### src/rtl/i2c_master_pkg.sv
// i2c_master_pkg: shared encodings and constants for the I2C master byte engine
package i2c_master_pkg;
    typedef enum logic [1:0] {IDLE, BIT, ACK, DONE} state_t;
    typedef enum logic [1:0] {Q0, Q1, Q2, Q3} quarter_t;
    localparam int BITS_PER_BYTE = 8;
    localparam logic I2C_ACK = 1'b0;
    localparam logic I2C_NACK = 1'b1;
endpackage

### src/rtl/master_byte_engine_if.sv
// master_byte_engine_if: request/response and pad signals of the byte engine
interface master_byte_engine_if;
    logic start;
    logic rw;
    logic [7:0] tx_data;
    logic send_nack;
    logic sda_in;
    logic scl_in;
    logic scl_out;
    logic sda_oe;
    logic busy;
    logic done;
    logic [7:0] rx_data;
    logic ack_ok;
    modport master (
        output start, rw, tx_data, send_nack, sda_in, scl_in,
        input scl_out, sda_oe, busy, done, rx_data, ack_ok
    );
    modport slave (
        input start, rw, tx_data, send_nack, sda_in, scl_in,
        output scl_out, sda_oe, busy, done, rx_data, ack_ok
    );
endinterface

### src/rtl/i2c_quarter_tick.sv
// i2c_quarter_tick: divides clk into SCL quarter periods, freezing while held
module i2c_quarter_tick
    import i2c_master_pkg::*;
#(
    parameter int CLK_DIV = 4
) (
    input logic clk,
    input logic rst,
    input logic run,
    input logic hold,
    output logic tick,
    output quarter_t quarter
);
    localparam int CW = (CLK_DIV > 1) ? $clog2(CLK_DIV) : 1;
    logic [CW-1:0] cnt;
    assign tick = run && !hold && cnt == CW'(CLK_DIV - 1);
    // count clk within a quarter and advance the quarter index on its last clk
    always_ff @(posedge clk) begin
        if (rst || !run) begin
            cnt <= '0;
            quarter <= Q0;
        end else if (!hold) begin
            cnt <= tick ? '0 : cnt + 1'b1;
            if (tick)
                quarter <= quarter_t'(2'(quarter + 2'd1));
        end
    end
endmodule

### src/rtl/master_byte_engine.sv
// master_byte_engine: moves one byte plus ACK bit over SDA/SCL per request
module master_byte_engine
    import i2c_master_pkg::*;
#(
    parameter int CLK_DIV = 4
) (
    input logic clk,
    input logic rst,
    master_byte_engine_if.slave bus
);
    state_t state, state_n;
    quarter_t quarter;
    logic tick, run, hold, last, sample;
    logic rw_q, nack_q, ack_q, scl_idle;
    logic [3:0] bit_cnt;
    logic [7:0] tx_q, rx_q;

    assign run = state == BIT || state == ACK;
    assign hold = quarter == Q2 && !bus.scl_in;
    assign last = tick && quarter == Q3;
    assign sample = tick && quarter == Q2;

    i2c_quarter_tick #(.CLK_DIV(CLK_DIV)) u_tick (
        .clk(clk),
        .rst(rst),
        .run(run),
        .hold(hold),
        .tick(tick),
        .quarter(quarter)
    );

    // sequence IDLE -> 8 data bits -> ACK bit -> one DONE cycle
    always_comb begin
        state_n = state;
        case (state)
            IDLE: state_n = bus.start ? BIT : IDLE;
            BIT: state_n = (last && bit_cnt == 4'd1) ? ACK : BIT;
            ACK: state_n = last ? DONE : ACK;
            default: state_n = IDLE;
        endcase
    end

    // state register, request capture, bit counting and SDA sampling
    always_ff @(posedge clk) begin
        if (rst) begin
            state <= IDLE;
            rw_q <= 1'b0;
            nack_q <= 1'b0;
            ack_q <= 1'b0;
            scl_idle <= 1'b1;
            bit_cnt <= 4'd0;
            tx_q <= 8'd0;
            rx_q <= 8'd0;
        end else begin
            state <= state_n;
            if (state == IDLE && bus.start) begin
                rw_q <= bus.rw;
                nack_q <= bus.send_nack;
                tx_q <= bus.tx_data;
                bit_cnt <= 4'(BITS_PER_BYTE);
                scl_idle <= 1'b0;
            end else if (last && bit_cnt != 4'd0) begin
                bit_cnt <= bit_cnt - 4'd1;
                tx_q <= {tx_q[6:0], 1'b0};
            end
            if (sample && state == BIT && rw_q)
                rx_q <= {rx_q[6:0], bus.sda_in};
            if (sample && state == ACK && !rw_q)
                ack_q <= bus.sda_in == I2C_ACK;
        end
    end

    // SCL stays low once a transfer has run; only reset releases it while idle
    assign bus.scl_out = run ? (quarter == Q2 || quarter == Q3) : (state == IDLE && scl_idle);
    assign bus.sda_oe = state == BIT ? (!rw_q && !tx_q[7]) : (state == ACK && rw_q && nack_q == I2C_ACK);
    assign bus.busy = run;
    assign bus.done = state == DONE;
    assign bus.rx_data = rx_q;
    assign bus.ack_ok = ack_q;
endmodule

### src/flat_wrapper.sv
// flat-port wrapper written by rule: the top's interface ports become plain ports
module master_byte_engine_flat import i2c_master_pkg::*;
#(
    parameter int CLK_DIV = 4
)
  (clk, rst, bus_start, bus_rw, bus_tx_data, bus_send_nack, bus_sda_in, bus_scl_in, bus_scl_out, bus_sda_oe, bus_busy, bus_done, bus_rx_data, bus_ack_ok);
  master_byte_engine_if bus_i ();
  input logic clk;
  input logic rst;
  input wire logic [$bits(bus_i.start)-1:0] bus_start;
  input wire logic [$bits(bus_i.rw)-1:0] bus_rw;
  input wire logic [$bits(bus_i.tx_data)-1:0] bus_tx_data;
  input wire logic [$bits(bus_i.send_nack)-1:0] bus_send_nack;
  input wire logic [$bits(bus_i.sda_in)-1:0] bus_sda_in;
  input wire logic [$bits(bus_i.scl_in)-1:0] bus_scl_in;
  output wire logic [$bits(bus_i.scl_out)-1:0] bus_scl_out;
  output wire logic [$bits(bus_i.sda_oe)-1:0] bus_sda_oe;
  output wire logic [$bits(bus_i.busy)-1:0] bus_busy;
  output wire logic [$bits(bus_i.done)-1:0] bus_done;
  output wire logic [$bits(bus_i.rx_data)-1:0] bus_rx_data;
  output wire logic [$bits(bus_i.ack_ok)-1:0] bus_ack_ok;
  assign bus_i.start = bus_start;
  assign bus_i.rw = bus_rw;
  assign bus_i.tx_data = bus_tx_data;
  assign bus_i.send_nack = bus_send_nack;
  assign bus_i.sda_in = bus_sda_in;
  assign bus_i.scl_in = bus_scl_in;
  assign bus_scl_out = bus_i.scl_out;
  assign bus_sda_oe = bus_i.sda_oe;
  assign bus_busy = bus_i.busy;
  assign bus_done = bus_i.done;
  assign bus_rx_data = bus_i.rx_data;
  assign bus_ack_ok = bus_i.ack_ok;
  master_byte_engine #(.CLK_DIV(CLK_DIV)) u_core (.clk(clk), .rst(rst), .bus(bus_i));
endmodule
### config.mk
export PLATFORM = sky130hd
export DESIGN_NAME = master_byte_engine_flat
export DESIGN_NICKNAME = d
export VERILOG_FILES = /design/src/rtl/i2c_master_pkg.sv /design/src/rtl/master_byte_engine_if.sv /design/src/rtl/i2c_quarter_tick.sv /design/src/rtl/master_byte_engine.sv /design/src/flat_wrapper.sv
export SDC_FILE = /design/constraint.sdc
export NUM_CORES = 1
export LEC_CHECK = 0
export BUFFER_PORTS_ARGS = -buffer_cell sky130_fd_sc_hd__buf_2
export CAP_MARGIN = 20
export CORE_UTILIZATION = 35
export CTS_BUF_LIST = sky130_fd_sc_hd__clkbuf_16
export CTS_CLUSTER_DIAMETER = 40
export DETAILED_ROUTE_END_ITERATION = 8
export GPL_TIMING_DRIVEN = 0
export MAX_ROUTING_LAYER = met4
export PLACE_DENSITY = 0.65
export REMOVE_ABC_BUFFERS = 1
export SETUP_SLACK_MARGIN = 0.05
export SYNTH_ARGS = -nofsm -noshare
export SYNTH_HDL_FRONTEND = slang
export SYNTH_SLANG_ARGS = --single-unit
### constraint.sdc
create_clock -name clk -period 1.6 [get_ports clk]
set_clock_uncertainty 0.05 [all_clocks]
set_input_delay 0.32 -clock clk [delete_from_list [all_inputs] [get_ports clk]]
set_output_delay 0.32 -clock clk [all_outputs]
set_load 0.1 [all_outputs]
==> summary.txt <==
Outcome
  • Outcome: finished with violations
  • Failing checks: setup timing

Logic synthesis
  • Register area share after synthesis: 38.28%
  • YS warnings: 0
  • Area share of the largest cell type after synthesis: 38.28%
  • Syn avg cell area: 8.864 sq um
  • Synth area leaders: dfxtp_1, ha_1, a21oi_1, a311oi_1, nand3_1
  • Syn Inst Count: 177
  • Post-synthesis cell area: 1569 sq um
  • Unique masters post-synth: 39
  • Synth area leader: dfxtp_1
  • Seq cells post-synth: 30

Route
  • Post-Route WL: 3884 microns
  • Starting DRT DRC Count: 71
  • Vias after detailed routing: 1461
  • Drc violations: 0
  • Initial DRT Pass Iterations: 4
  • Post-DRT Antenna Nets: 0
  • Via/cell ratio: 5.685
  • Routed length per instance: ~15 microns

STA
  • Final hold violation count: 0
  • Setup Viol. Count Final: 14
  • Fmax: 565.3 MHz
  • Post-Route Setup TNS: -0.8183 ns
  • Worst Tran Pin Value: 0.6864 ns
  • PnR worst setup slack: -0.1690 ns
  • Unrepaired setup endpoints after global routing: true
  • Fin crit share: 110.6%
  • Hold WS: 0.2567 ns
  • Fin crit period: between 1.5 and 2 ns
  • Final Max Slew Viols: 0
  • Rel. slew slack: between 50 and 60%

Power and ir drop
  • Power Dens Cells: just over 1000 nW/um^2
  • Worst vdd ir: 0.5263 mV
  • Total power: around 2.1 mW
  • Leak: 0.7869 nW

Critical path
  • Flop-to-flop setup slack: -0.09 ns
  • Worst stage delay on the critical path: 0.38 ns
  • Critical path class: reg2out
  • Worst setup SP type: flip-flop
  • WP data required: around 1.2 ns
  • CP bufs+invs: 2
  • CP max stage cell: dfxtp_4
  • CP Data Arrival Time: ~1.4 ns
  • Maximum fanout along the worst path: 5
  • Crit-path leading delay family: flip-flops
  • Worst path most repeated cell: a21oi_2
  • Crit. End Element: output pin
  • Worst path cell trace: inv_4 > ha_4 > a21oi_2 > a21oi_2 > buf_12

Die
  • Die area: 4755 sq um
  • Initial Util: 37.86%
  • IO Pins: 28
  • Die X: between 60 and 70 microns
  • Row Count: 23
  • Core Footprint: 4144 sq um
  • Die Height: 68.96 microns

GRT
  • Wire length of the first global-routing pass: just under 6000 microns
  • Largest net degree at the start of global routing: 26
  • GRT overflow: 0
  • Total track usage: 17.62%
  • Vias in the first global route: 1253
  • Initial antenna violation count: 0

Clock tree
  • Root Driver: clkbuf_16
  • H-tree levels: 2
  • Clock-pin slew on the worst setup and hold paths: ~0.050 ns
  • Cts hold-fix bufs: 0
  • CTS tree: yes
  • Worst skew pair latency: 0.28 ns
  • Total CTS buffers: 5
  • Max Root-Sink Buffers: 2
  • TritonCTS Sinks: 30

Min path
  • Min-delay worst type: in2reg

Final layout
  • # diodes: 0
  • Fin cells: 257
  • Layout fillers: 411
  • Share of post-route cells with drive strength above 1: 33.82%
  • Final core occ: roughly half
  • Layout Nets: 232
  • Layout area overhead: 33.33%
  • Final Cell Area: ~2100 sq um

Placed design
  • Port bufs: 27
  • Placed inst area: between 1500 and 2000 sq um
  • GPL Wtd Cong: 0.7161
  • Placed insts: 241
  • Pre-CTS setup slack: -0.3996 ns
  • Detail Placement HPWL: 2284 microns

Run
  • Max-cap violations: 0
-- worst paths after layout --
kind	start	endpoint	cells past startpoint
setup / recovery	u_core.state[0]	bus_scl_out	5
hold / removal	bus_sda_in	u_core.bus.rx_data[0]	3
setup reg to reg	u_core.state[0]	u_core.state[0]	6
hold reg to reg	u_core.u_tick.cnt[1]	u_core.u_tick.cnt[1]	2
-- cell usage after synthesis (all sizes together) --
| library cell | n |
|---|---|
| a21o | 3 |
| a21oi | 20 |
| a311oi | 10 |
| a31o | 1 |
| a41oi | 1 |
| and2 | 1 |
| and3 | 2 |
| and4 | 1 |
| buf | 7 |
| clkbuf | 6 |
| dfxtp | 30 |
| ha | 10 |
| inv | 6 |
| mux2i | 2 |
| nand2 | 11 |
| nand2b | 2 |
| nand3 | 15 |
| nand3b | 1 |
| nand4 | 10 |
| nand4b | 1 |
| nor2 | 8 |
| nor2b | 2 |
| nor3 | 2 |
| nor3b | 2 |
| o211a | 1 |
| o21ai | 9 |
| o311ai | 1 |
| o31ai | 8 |
| or2b | 1 |
| or3 | 2 |
| or3b | 1 |
-- sequential cells by signal, indices dropped and copies added (netlist names), 2 cells and up --
register,flops
u_core.u_tick.quarter,2
u_core.tx_q,8
u_core.state,2
u_core.u_tick.cnt,2
u_core.bus.rx_data,8
u_core.bit_cnt,4
-- timing repair --
item / CTS / global route
gates cloned: 1 / 0
gates resized for setup: 35 / 18
buffers inserted: 4 / 4
pin swaps: 1 / 5
setup endpoints to repair: 34 / 33
-- area by class of cell --
| type | instances | area [sq um] | area share, % |
|---|---|---|---|
| timing repair buffer | 35 | 266.5 | 12.74 |
| clock buffer | 5 | 125.1 | 5.981 |
| multi-input combinational | 129 | 964.7 | 46.11 |
| tap | 50 | 62.56 | 2.990 |
| clock inverter | 2 | 33.78 | 1.615 |
| inverter | 6 | 30.03 | 1.435 |
| sequential | 30 | 609.3 | 29.13 |
-- per-layer routing --
metal,GRT usage [%],share of wire (%),vias to the layer above,routed length (microns)
met5,-,0,-,0
met4,6.122,1.1,0,41
met3,5.921,3.6,6,141
met2,28.16,50,32,1958
met1,20.53,45,697,1743
li1,-,-,726,-
-- cell usage in the layout, fill, tap and decap left out, types with 3 or more instances in the layout --
master,n
a21o_1,3
a21oi_1,18
a311oi_1,9
buf_12,4
buf_2,23
buf_4,5
buf_6,3
clkbuf_16,5
dfxtp_1,27
ha_1,4
ha_2,4
inv_1,3
inv_4,3
nand2_1,11
nand3_1,13
nand4_1,9
nor2_1,8
o21ai_0,6
o21ai_1,3
o31ai_1,7
-- where the power goes --
part	switching, mW	internal [mW]
combinational	0.175	0.124
sequential	0.0256	0.776
clock	0.316	0.718
-- kinds of logic after synthesis --
group / synth area share (%)
AOI/OAI and AO/OA: 22.41
adders and majority gates: 7.974
buffers and inverters: 6.698
DFF: 38.28
muxes: 1.276
and+or+nand+nor: 23.37
-- tightest hold or removal path, cell delays in order --
cell and delay [ns]:
buf_2 0.11, nand3_1 0.06, a21oi_1 0.05
(Power assumes the default switching activity.)
